==> config.mk <==
export PLATFORM = sky130hd
export DESIGN_NAME = or_reduce_serial
export DESIGN_NICKNAME = d
export VERILOG_FILES = /design/src/rtl/or_reduce_serial.sv
export SDC_FILE = /design/constraint.sdc
export NUM_CORES = 1
export LEC_CHECK = 0
export CORE_UTILIZATION = 46
export DETAILED_ROUTE_END_ITERATION = 6
export GPL_TIMING_DRIVEN = 0
export HOLD_SLACK_MARGIN = 0.15
export MAX_ROUTING_LAYER = met4
export PLACE_DENSITY = 0.78
export SETUP_SLACK_MARGIN = 0.5
export SYNTH_ARGS = -nofsm -noshare
export SYNTH_HDL_FRONTEND = slang
export SYNTH_SLANG_ARGS = --single-unit
==> constraint.sdc <==
create_clock -name clk -period 3.2 [get_ports clk]
set_clock_uncertainty 0.2 [all_clocks]
set_input_delay 0.96 -clock clk [delete_from_list [all_inputs] [get_ports clk]]
set_output_delay 0.96 -clock clk [all_outputs]
set_load 0.02 [all_outputs]
==> src/rtl/or_reduce_serial.sv <==
// ---------------------------------------------------------------------------
// or_reduce_serial
//   Multi-cycle OR-reduction engine. A WIDTH-bit word is zero-padded up to a
//   whole number of 8-bit chunks. The chunks are then streamed, LSB chunk
//   first and one per clock, through a single 8-input OR stage. The engine
//   reports whether any bit was set (out_any), its complement (out_zero), and
//   the number of chunk cycles used (out_cycles). Both sides use valid/ready
//   handshakes. Only one word is in flight at a time.
//
// Parameters
//   WIDTH  input word width (>= 8)
//   EARLY  1: stop at the first non-zero chunk; 0: always scan every chunk
//
// Ports
//   clk         in   system clock, rising edge
//   reset_n     in   asynchronous active-low reset
//   in_valid    in   in_data is valid
//   in_ready    out  engine is idle and can accept a word
//   in_data     in   word to reduce (WIDTH bits)
//   out_valid   out  result valid; held until accepted
//   out_ready   in   consumer accepts the result
//   out_any     out  1 if any bit of the word was 1
//   out_zero    out  ~out_any, registered alongside it
//   out_cycles  out  chunk cycles used for this result (8 bits)
// ---------------------------------------------------------------------------
module or_reduce_serial #(
  parameter int WIDTH = 16,
  parameter bit EARLY = 1'b1
) (
  input  logic             clk,
  input  logic             reset_n,
  input  logic             in_valid,
  output logic             in_ready,
  input  logic [WIDTH-1:0] in_data,
  output logic             out_valid,
  input  logic             out_ready,
  output logic             out_any,
  output logic             out_zero,
  output logic [7:0]       out_cycles
);

  localparam int NCHUNK = (WIDTH + 7) / 8;
  localparam int WORD_W = NCHUNK * 8;
  localparam int IDX_W  = $clog2(NCHUNK) + 1;
  // Chunk-select width. A single-chunk word still needs a 1-bit select.
  localparam int SEL_W  = (NCHUNK > 1) ? $clog2(NCHUNK) : 1;
  localparam logic [IDX_W-1:0] LAST_IDX = IDX_W'(NCHUNK - 1);

  typedef enum logic [1:0] {
    S_IDLE,
    S_SCAN,
    S_DONE
  } state_e;

  state_e                 state_q, state_d;
  logic [NCHUNK-1:0][7:0] word_q;
  logic [IDX_W-1:0]       idx_q, idx_d;
  logic                   acc_q, acc_d;
  logic                   any_q, any_d;
  logic                   zero_q, zero_d;
  logic [7:0]             cycles_q, cycles_d;

  logic [SEL_W-1:0]       chunk_sel;
  logic [7:0]             chunk;
  logic                   or8;
  logic                   accept;
  logic                   last_step;

  assign accept    = in_valid && (state_q == S_IDLE);
  assign chunk_sel = idx_q[SEL_W-1:0];
  assign chunk     = word_q[chunk_sel];

  // The single 8-way OR stage that every chunk passes through.
  assign or8 = |chunk;

  assign last_step = (EARLY && or8) || (idx_q == LAST_IDX);

  // Handshake flags are decoded straight from the state register, so a reset
  // drops out_valid and raises in_ready without waiting for a clock edge.
  assign in_ready   = (state_q == S_IDLE);
  assign out_valid  = (state_q == S_DONE);
  assign out_any    = any_q;
  assign out_zero   = zero_q;
  assign out_cycles = cycles_q;

  // NOTE: every signal written here gets a default first, so no path leaves
  // it unassigned and no latch is inferred.
  always_comb begin
    state_d  = state_q;
    idx_d    = idx_q;
    acc_d    = acc_q;
    any_d    = any_q;
    zero_d   = zero_q;
    cycles_d = cycles_q;

    case (state_q)
      S_IDLE: begin
        if (accept) begin
          idx_d   = '0;
          acc_d   = 1'b0;
          state_d = S_SCAN;
        end
      end

      S_SCAN: begin
        acc_d = acc_q | or8;
        if (last_step) begin
          // Hold idx on the final chunk so it never passes NCHUNK-1.
          state_d  = S_DONE;
          any_d    = acc_q | or8;
          zero_d   = ~(acc_q | or8);
          cycles_d = 8'(idx_q) + 8'd1;
        end else begin
          idx_d = idx_q + 1'b1;
        end
      end

      S_DONE: begin
        if (out_ready) begin
          state_d = S_IDLE;
        end
      end

      default: begin
        state_d = S_IDLE;
      end
    endcase
  end

  // NOTE: sequential state uses non-blocking assignments only. All registers
  // then update together at the edge, whatever order the blocks run in.
  always_ff @(posedge clk or negedge reset_n) begin
    if (!reset_n) begin
      state_q  <= S_IDLE;
      idx_q    <= '0;
      acc_q    <= 1'b0;
      any_q    <= 1'b0;
      zero_q   <= 1'b1;
      cycles_q <= 8'd0;
    end else begin
      state_q  <= state_d;
      idx_q    <= idx_d;
      acc_q    <= acc_d;
      any_q    <= any_d;
      zero_q   <= zero_d;
      cycles_q <= cycles_d;
    end
  end

  // NOTE: the word buffer is pure datapath and has no reset. It is only read
  // in SCAN, and SCAN can only be reached through the load below.
  always_ff @(posedge clk) begin
    if (accept) begin
      word_q <= WORD_W'(in_data);
    end
  end

endmodule

* Word-level counts from Yosys, hierarchy flattened
Index checks and enable logic that the tools add are counted.
** Cells by class
- $add $sub $neg :: 2
- Order comparisons :: 1
- Eq/ne operators :: 7
- Mux-type cells :: 11
- Bitwise operators :: 2
- Reductions and logical operators :: 9
** Operator list (count)
- $mux 8 :: 2
- $mux 2 :: 5
- $reduce_or 8->1 :: 1
- $pmux 2 s3 :: 1
- $reduce_and 3->1 :: 2
- $eq 2x1->1 const B :: 2
- $ne 2x1->1 const B :: 2
- $ne 2x2->1 const B :: 2
- $pmux 2 s2 :: 1
- $reduce_and 2->1 :: 2
- $add 2x1->3 const B :: 1
- $add 2x1->2 const B :: 1
- $eq 2x2->1 const B :: 1
- $logic_not 2->1 :: 1
- $lt 1x2->1 const B :: 1
- $pmux 1 s2 :: 1
- $reduce_bool 2->1 :: 1
- $logic_and 1x1->1 :: 1
- $logic_or 1x1->1 :: 1
- $mux 1 :: 1
- $not 1->1 :: 1
- $or 1x1->1 :: 1
** Word-level totals
- Register bits :: 31
- Word-level logic and storage cells :: 40

* Logic depth before layout (Yosys ltp)
Gate-level depths: netlist (run 1).
- Depth after elaboration :: 6
- Depth in mapped cells :: 6
- Depth with buffers taken out :: 6

* Least setup slack after synthesis (run 1)
Ideal clock, no wire load.
- Kind :: input to register
- From :: in in_valid
- To :: reg word_q[0] (netlist bit), enable pin
- Data arrival time :: 1.402 ns
- Path slack :: 1.232 ns
- Cell stages on the path :: 2
- Buffers on the path :: 0
- Path through :: nand2_1 > inv_1
** Between the ends
- Word-level cells in the longest chain between the ends :: 1
** Ends and longest elaborated chain
- start: declaration :: line 32 : input logic in_valid,
- $logic_and 1x1->1 :: line 69 : assign accept = in_valid && (state_q == S_IDLE);
- via accept :: line 66 : logic accept;
- end signal: assignment :: line 154 : word_q <= WORD_W'(in_data);
- end: declaration :: line 56 : logic [NCHUNK-1:0][7:0] word_q;
The timed path passes the listed nets, and every way through them passes these cells.
A chain may end at the register's enable or synchronous reset.

* Final worst setup path (run 1)
- From :: reg zero_q (netlist: out_zero)
- To :: out out_zero
** RTL lines
- start: declaration :: line 60 : logic zero_q, zero_d;
- start signal: assignment :: line 145 : zero_q <= zero_d;
- end: declaration :: line 38 : output logic out_zero,
No word-level cell between the ends.

==> impl_metrics.ini, run 1 <==
[global_routing]
grt_pass1_wl_um = 2711
globalRouteTotalUtil = 0.1479
grt_overflow_total = 0
antenna_found_initial = 0
grt_pass1_vias = 660
grt_start_max_net_pins = 18

[critical_path]
critPathBufInv = 1
crit_path_start = out_zero
worstSetupStartpointType = flip-flop
crit_arrival_ps = 1450
crit_type = flip-flop to output pin
cp-end-kind = output pin
critPathSlowestCell = clkdlybuf4s50_1
r2r_start = idx_q[0]
path_max_fanout = 2
critPathTopFamily = buffers and inverters
r2r_slack_ps = 1320
cpPeakStageDelay_ps = 600
endpoint = out_zero
rr_endpoint = out_cycles[2]
cp_num_cells = 1
reg2reg_depth = 5
worstPathCellList = clkdlybuf4s50_1
worstPathRequired_ps = 2040

[timing]
setup_viol = 0
relSlewSlack = 0.5826
fin_setup_tns_ps = 0
hold_violations = 0
finalCriticalPeriod_ps = 2613
timing.final.crit_share = 0.8166
rsz0062_at_grt = false
drv_slew = 0
fmax_mhz = 382.7
worst_pin_slew_ps = 625.3
timing.final.ws_setup_ps = 586.8

[detailed_routing]
first_pass_iters = 4
wl_met1_um = 664
wl_met3_um = 115
wirelength_um = 1568
drtAntennaViolNets = 0
route.met2.wl_um = 788
drt_iter0_markers = 6
avgRoutedWirePerCell_um = 11.45
highest_layer = met3
via_per_inst = 4.818
via_count = 660
drc_errors = 0

[cells_and_area]
diodes = 0
drive_gt1_frac = 0.1743
nNetsFinal = 132
multi_input_area_sq_um = 346.6
syn2layout_area_growth_pct = 30.50
nFillCells = 179
ff_latch_area_sq_um = 732.0

[power]
pwr-share-clk = 0.173
combPwrFrac = 0.228
p_int_w = 0.0005467
cellLeakagePower_nw = 0.5697
p_total_w = 0.0007659
powerDensity_nw_per_um2 = 524.1
p_sw_frac = 0.2862
vdd_ir_drop_max_uv = 352.8
seqPwrFrac = 0.599
power_switching_w = 0.0002192

[clock_tree]
clkLatencyLatePin_ps = 300
cts.sinks = 26
post_cts_buffers = 0
clk_pin_slew_ps = 130
clockRootBuffer = clkbuf_4
cts_resized = 0
cts_hold_buf = 0
numCtsBuffers = 3
htreeDepth = 1
clockBufferDepth = 2
cts_tree = built

[die]
die_h_um = 51.34
fp.dieArea_sq_um = 2636
core_area_sq_um = 2255
num_rows = 17
pin_count = 32
die_w_um = 51.34
start_util = 0.4967

[synthesis]
syn-cell-area_sq_um = 1120
yosysSeqAreaShare = 0.6536
synth_seq_cells = 26
ys_types = 27
synth_top_cell_area_share = 0.4291
yosysTopAreaCell = edfxtp_1
synth_area_leaders = edfxtp_1 (43%), dfrtp_1 (20%), nor4_4 (3.8%), buf_4 (3.4%), mux2i_1 (2.7%)
yosysWarningCount = 0
synth_area_per_cell_sq_um = 14.93
post_synth_inst_count = 75

[placed_design]
port-buffer-count = 26
dp_hpwl_um = 1234
gp_congestion = 0.8592
dpl_worst_slack_ps = 596.9

[status]
outcome = finished clean

[run]
drv_cap = 0

[hold_path]
hp-class = flip-flop to flip-flop
-- flip-flops by register name, indices dropped and copies added (netlist names) --
name	count
idx_q	2
acc_q	1
out_zero	1
out_cycles	3
out_any	1
word_q	16
state_q	2
-- cell families (layout without fill, tap and decap cells) --
logic type               after synthesis  after routing  synth area share
flip-flops                            26             26            0.6536
AND/OR/NAND/NOR                       22             22            0.1676
AO/OA/AOI/OAI                         10             10           0.06257
buffers and inverters                 10             40           0.05028
multiplexers                           4              4           0.04022
adder cells (fa/ha/maj)                2              2           0.02234
other                                  1              5          0.003349
-- cell usage in the layout (no fill, tap or decap), types with 3 or more instances in the layout --
cell type,n
buf_4,5
clkbuf_4,3
clkdlybuf4s50_1,24
conb_1,5
dfrtp_1,9
edfxtp_1,16
inv_1,5
mux2i_1,3
nand2_1,6
o21ai_0,3
-- routing by layer --
metal	vias to the layer above	global-route usage
met5	-	-
met4	0	0.05405
met3	0	0.03869
met2	29	0.2566
met1	301	0.1634
li1	330	-
-- stage by stage --
stage / area [sq um] / cells / hold slack [ps] / util
final: 1461 / 137 / 318.6 / 0.6482
after global routing: 1461 / 137 / 340.6 / 0.6482
after CTS: 1456 / 137 / 310.8 / 0.6459
after detailed placement: 1430 / 133 / 280.1 / 0.6343
after global placement: 1430 / 133 / 275.5 / 0.6343
after floorplan: 1135 / 79 / 251.1 / -
-- cells in the mapped netlist --
cell / n
conb_1: 1
nor2_1: 2
ha_1: 2
o21ai_0: 3
buf_4: 5
mux2_4: 1
nor4_2: 2
inv_1: 5
mux2i_1: 3
nand2_1: 6
or2_2: 1
dfrtp_1: 9
nor2b_1: 2
nand2b_1: 2
nand3_2: 1
dfstp_2: 1
nor3_1: 1
nand3_4: 1
nor4_4: 2
a22o_1: 1
a21oi_4: 1
a31oi_1: 2
nand3_1: 1
nand4_4: 1
a21oi_1: 2
edfxtp_1: 16
o21a_1: 1
-- cell type report --
cell class                      instances  area share
Multi-Input combinational cell         43      0.2372
Buffer                                  5     0.02568
Timing Repair Buffer                   26      0.1815
Clock inverter                          1    0.002568
Clock buffer                            3     0.01541
Tap cell                               28     0.02397
Inverter                                5     0.01284
Sequential cell                        26      0.5009
-- tightest hold or removal path, cell delays in order, from the launching register on --
cell,delay [ps]
dfrtp_1,380
nand2_1,50
o21ai_0,60
-- power by group through the flow --
stage | clock network, W | logic, W | registers [W]
floorplan | 0 | 0.000110 | 0.000461
global placement | 0 | 0.000176 | 0.000464
detailed placement | 0 | 0.000180 | 0.000466
CTS | 0.000141 | 0.000180 | 0.000459
global route | 0.000155 | 0.000191 | 0.000465
finish | 0.000133 | 0.000175 | 0.000459
-- worst min-delay path by stage --
stage,endpoint,depth (start not counted),slack [ps],startpoint
floorplan,acc_q,2,250,acc_q
global placement,acc_q,2,280,acc_q
detailed placement,acc_q,2,280,acc_q
CTS,acc_q,2,310,acc_q
global route,out_cycles[2],1,340,out_cycles[2]
finish,acc_q,2,320,acc_q
Note: power is estimated with default switching activity, not from simulation.
==> inputs of run 2 (changes only) <==
==> constraint.sdc (replaced) <==
create_clock -name clk -period 2.58 [get_ports clk]
set_clock_uncertainty 0.2 [all_clocks]
set_input_delay 0.774 -clock clk [delete_from_list [all_inputs] [get_ports clk]]
set_output_delay 0.774 -clock clk [all_outputs]
set_load 0.02 [all_outputs]
==> run 2 against run 1 <==
  * Global-route usage up 0.065 points
  * Register-to-register slack got worse by 620 ps
  * Worst setup slack lost 88 ps
  * Critical path type is now input pin to flip-flop
  * Largest power group unchanged
  * Clock power rose by 23%
  * Sequential power up 24%
==> impl_metrics.ini, run 2 (synthesis results as in run 1) <==
[cells_and_area]
diodes = 0
nNetsFinal = 133
fin_util = 0.6404
layout_common_cells = clkdlybuf4s50_1 (19), edfxtp_1 (16), dfrtp_1 (9)
final_area_sq_um = 1444
layout_commonest_cell = clkdlybuf4s50_1
instances_no_fill = 138
nFillCells = 183
largest_reg_flops = 16
syn2layout_area_growth_pct = 28.94
drive_gt1_frac = 0.2091
top_register = word_q

[critical_path]
cpPeakStageDelay_ps = 490
cp-end-kind = flip-flop
worstSetupStartpointType = input pin
critPathSlowestCell = inv_1
worstPathRequired_ps = 2340
worstPathCellList = clkdlybuf4s50_1 -> nand2_1 -> inv_1
crit_type = input pin to flip-flop
crit_arrival_ps = 1840
path_max_fanout = 17

[detailed_routing]
first_pass_iters = 4
wirelength_um = 1576
drtAntennaViolNets = 0
wl_met3_um = 109
drc_errors = 0
via_per_inst = 4.790
route.met2.wl_um = 790
drt_iter0_markers = 7
via_count = 661
wl_met1_um = 676
avgRoutedWirePerCell_um = 11.42
highest_layer = met3

[power]
p_sw_frac = 0.2895
p_total_w = 0.0009485
seqPwrFrac = 0.599
cellLeakagePower_nw = 0.5598
pwr-share-clk = 0.173
powerDensity_nw_per_um2 = 656.9
vdd_ir_drop_max_uv = 436.8
p_int_w = 0.0006739
combPwrFrac = 0.228
power_switching_w = 0.0002746

[clock_tree]
clockRootBuffer = clkbuf_4
clkLatencyLatePin_ps = 300
numCtsBuffers = 3
cts_tree = built
htreeDepth = 1
clockBufferDepth = 2
cts_hold_buf = 0
clk_pin_slew_ps = 130
cts.sinks = 26

[die]
die_h_um = 51.34
num_rows = 17
core_area_sq_um = 2255
start_util = 0.4967
fp.dieArea_sq_um = 2636
die_w_um = 51.34
pin_count = 32

[timing]
timing.final.crit_share = 0.8067
fin_setup_tns_ps = 0
rsz0062_at_grt = true
hold_violations = 0
relSlewSlack = 0.5826
worst_pin_slew_ps = 625.3
drv_slew = 0
setup_viol = 0
finalCriticalPeriod_ps = 2081
fmax_mhz = 480.5

[placed_design]
dp_cells = 133
dp_hpwl_um = 1234
place_area_sq_um = 1430
gp_congestion = 0.8592
port-buffer-count = 26

[global_routing]
grt_pass1_vias = 663
grt_overflow_total = 0
globalRouteTotalUtil = 0.1486
antenna_found_initial = 0
grt_start_max_net_pins = 18
grt_pass1_wl_um = 2725

[hold_path]
hp-class = flip-flop to flip-flop

[run]
drv_cap = 0

[status]
outcome = finished clean
## run 2: cell types whose count changed in the layout (fill, tap and decap cells not counted), sizes merged
cell / delta
buf: +3
dlymetal6s2s: -2
clkbuf: +1
dlygate4sd2: +4
clkdlybuf4s50: -5
## run 2: per-layer routing
metal / vias to the layer above / track usage
li1: 331 / -
met1: 303 / 0.1634
met2: 27 / 0.2588
met4: 0 / 0.05405
met5: - / -
met3: 0 / 0.03869
## run 2: cell type report
cell class | instances | area, sq um | share of cell area
flip-flops and latches | 26 | 732.0 | 0.5069
multi-input cells | 43 | 346.6 | 0.2400
repair buffers | 27 | 247.7 | 0.1716
plain buffers | 5 | 37.54 | 0.02600
well taps | 28 | 35.03 | 0.02426
clock buffers | 3 | 22.52 | 0.01560
inverters | 5 | 18.77 | 0.01300
clock inverters | 1 | 3.754 | 0.002600
## run 2: path summary, 6_finish.rpt
check,from,to,slack [ps],cells after the start
hold / removal,acc_q,acc_q,320,2
setup reg to reg,idx_q[0],out_cycles[2],700,5
setup / recovery,in_valid,word_q[15],500,3
min in group asynchronous,reset_n,state_q[1],570,1
hold reg to reg,acc_q,acc_q,320,2
max in group asynchronous,reset_n,out_zero,1280,1
## run 2: timing repair
item	in CTS	in global routing
resized for setup	13	2
endpoints found under the setup margin	7	18
setup buffers	0	1
hold endpoints to repair	0	0
## run 2: power groups by stage
stage | combinational, W | clock [W] | sequential (W)
2_1_floorplan | 0.000137 | 0 | 0.000571
3_3_place_gp | 0.000218 | 0 | 0.000575
3_5_place_dp | 0.000223 | 0 | 0.000578
4_1_cts | 0.000209 | 0.000175 | 0.000569
5_1_grt | 0.000238 | 0.000192 | 0.000574
6_report | 0.000216 | 0.000164 | 0.000568
## run 2: worst max-delay path: cells and delay by family
kind / cells / cell delay [ps]
buf+inv: 2 / 950
simple gates: 1 / 110
## run 2: per-stage QoR
stage | hold WS [ps] | setup WS [ps]
after floorplan | 251.1 | 767.7
after global placement | 275.5 | 196.3
after detailed placement | 280.1 | 162.9
after CTS | 310.8 | 374.6
after global routing | 335.5 | 439.0
final | 318.6 | 498.8
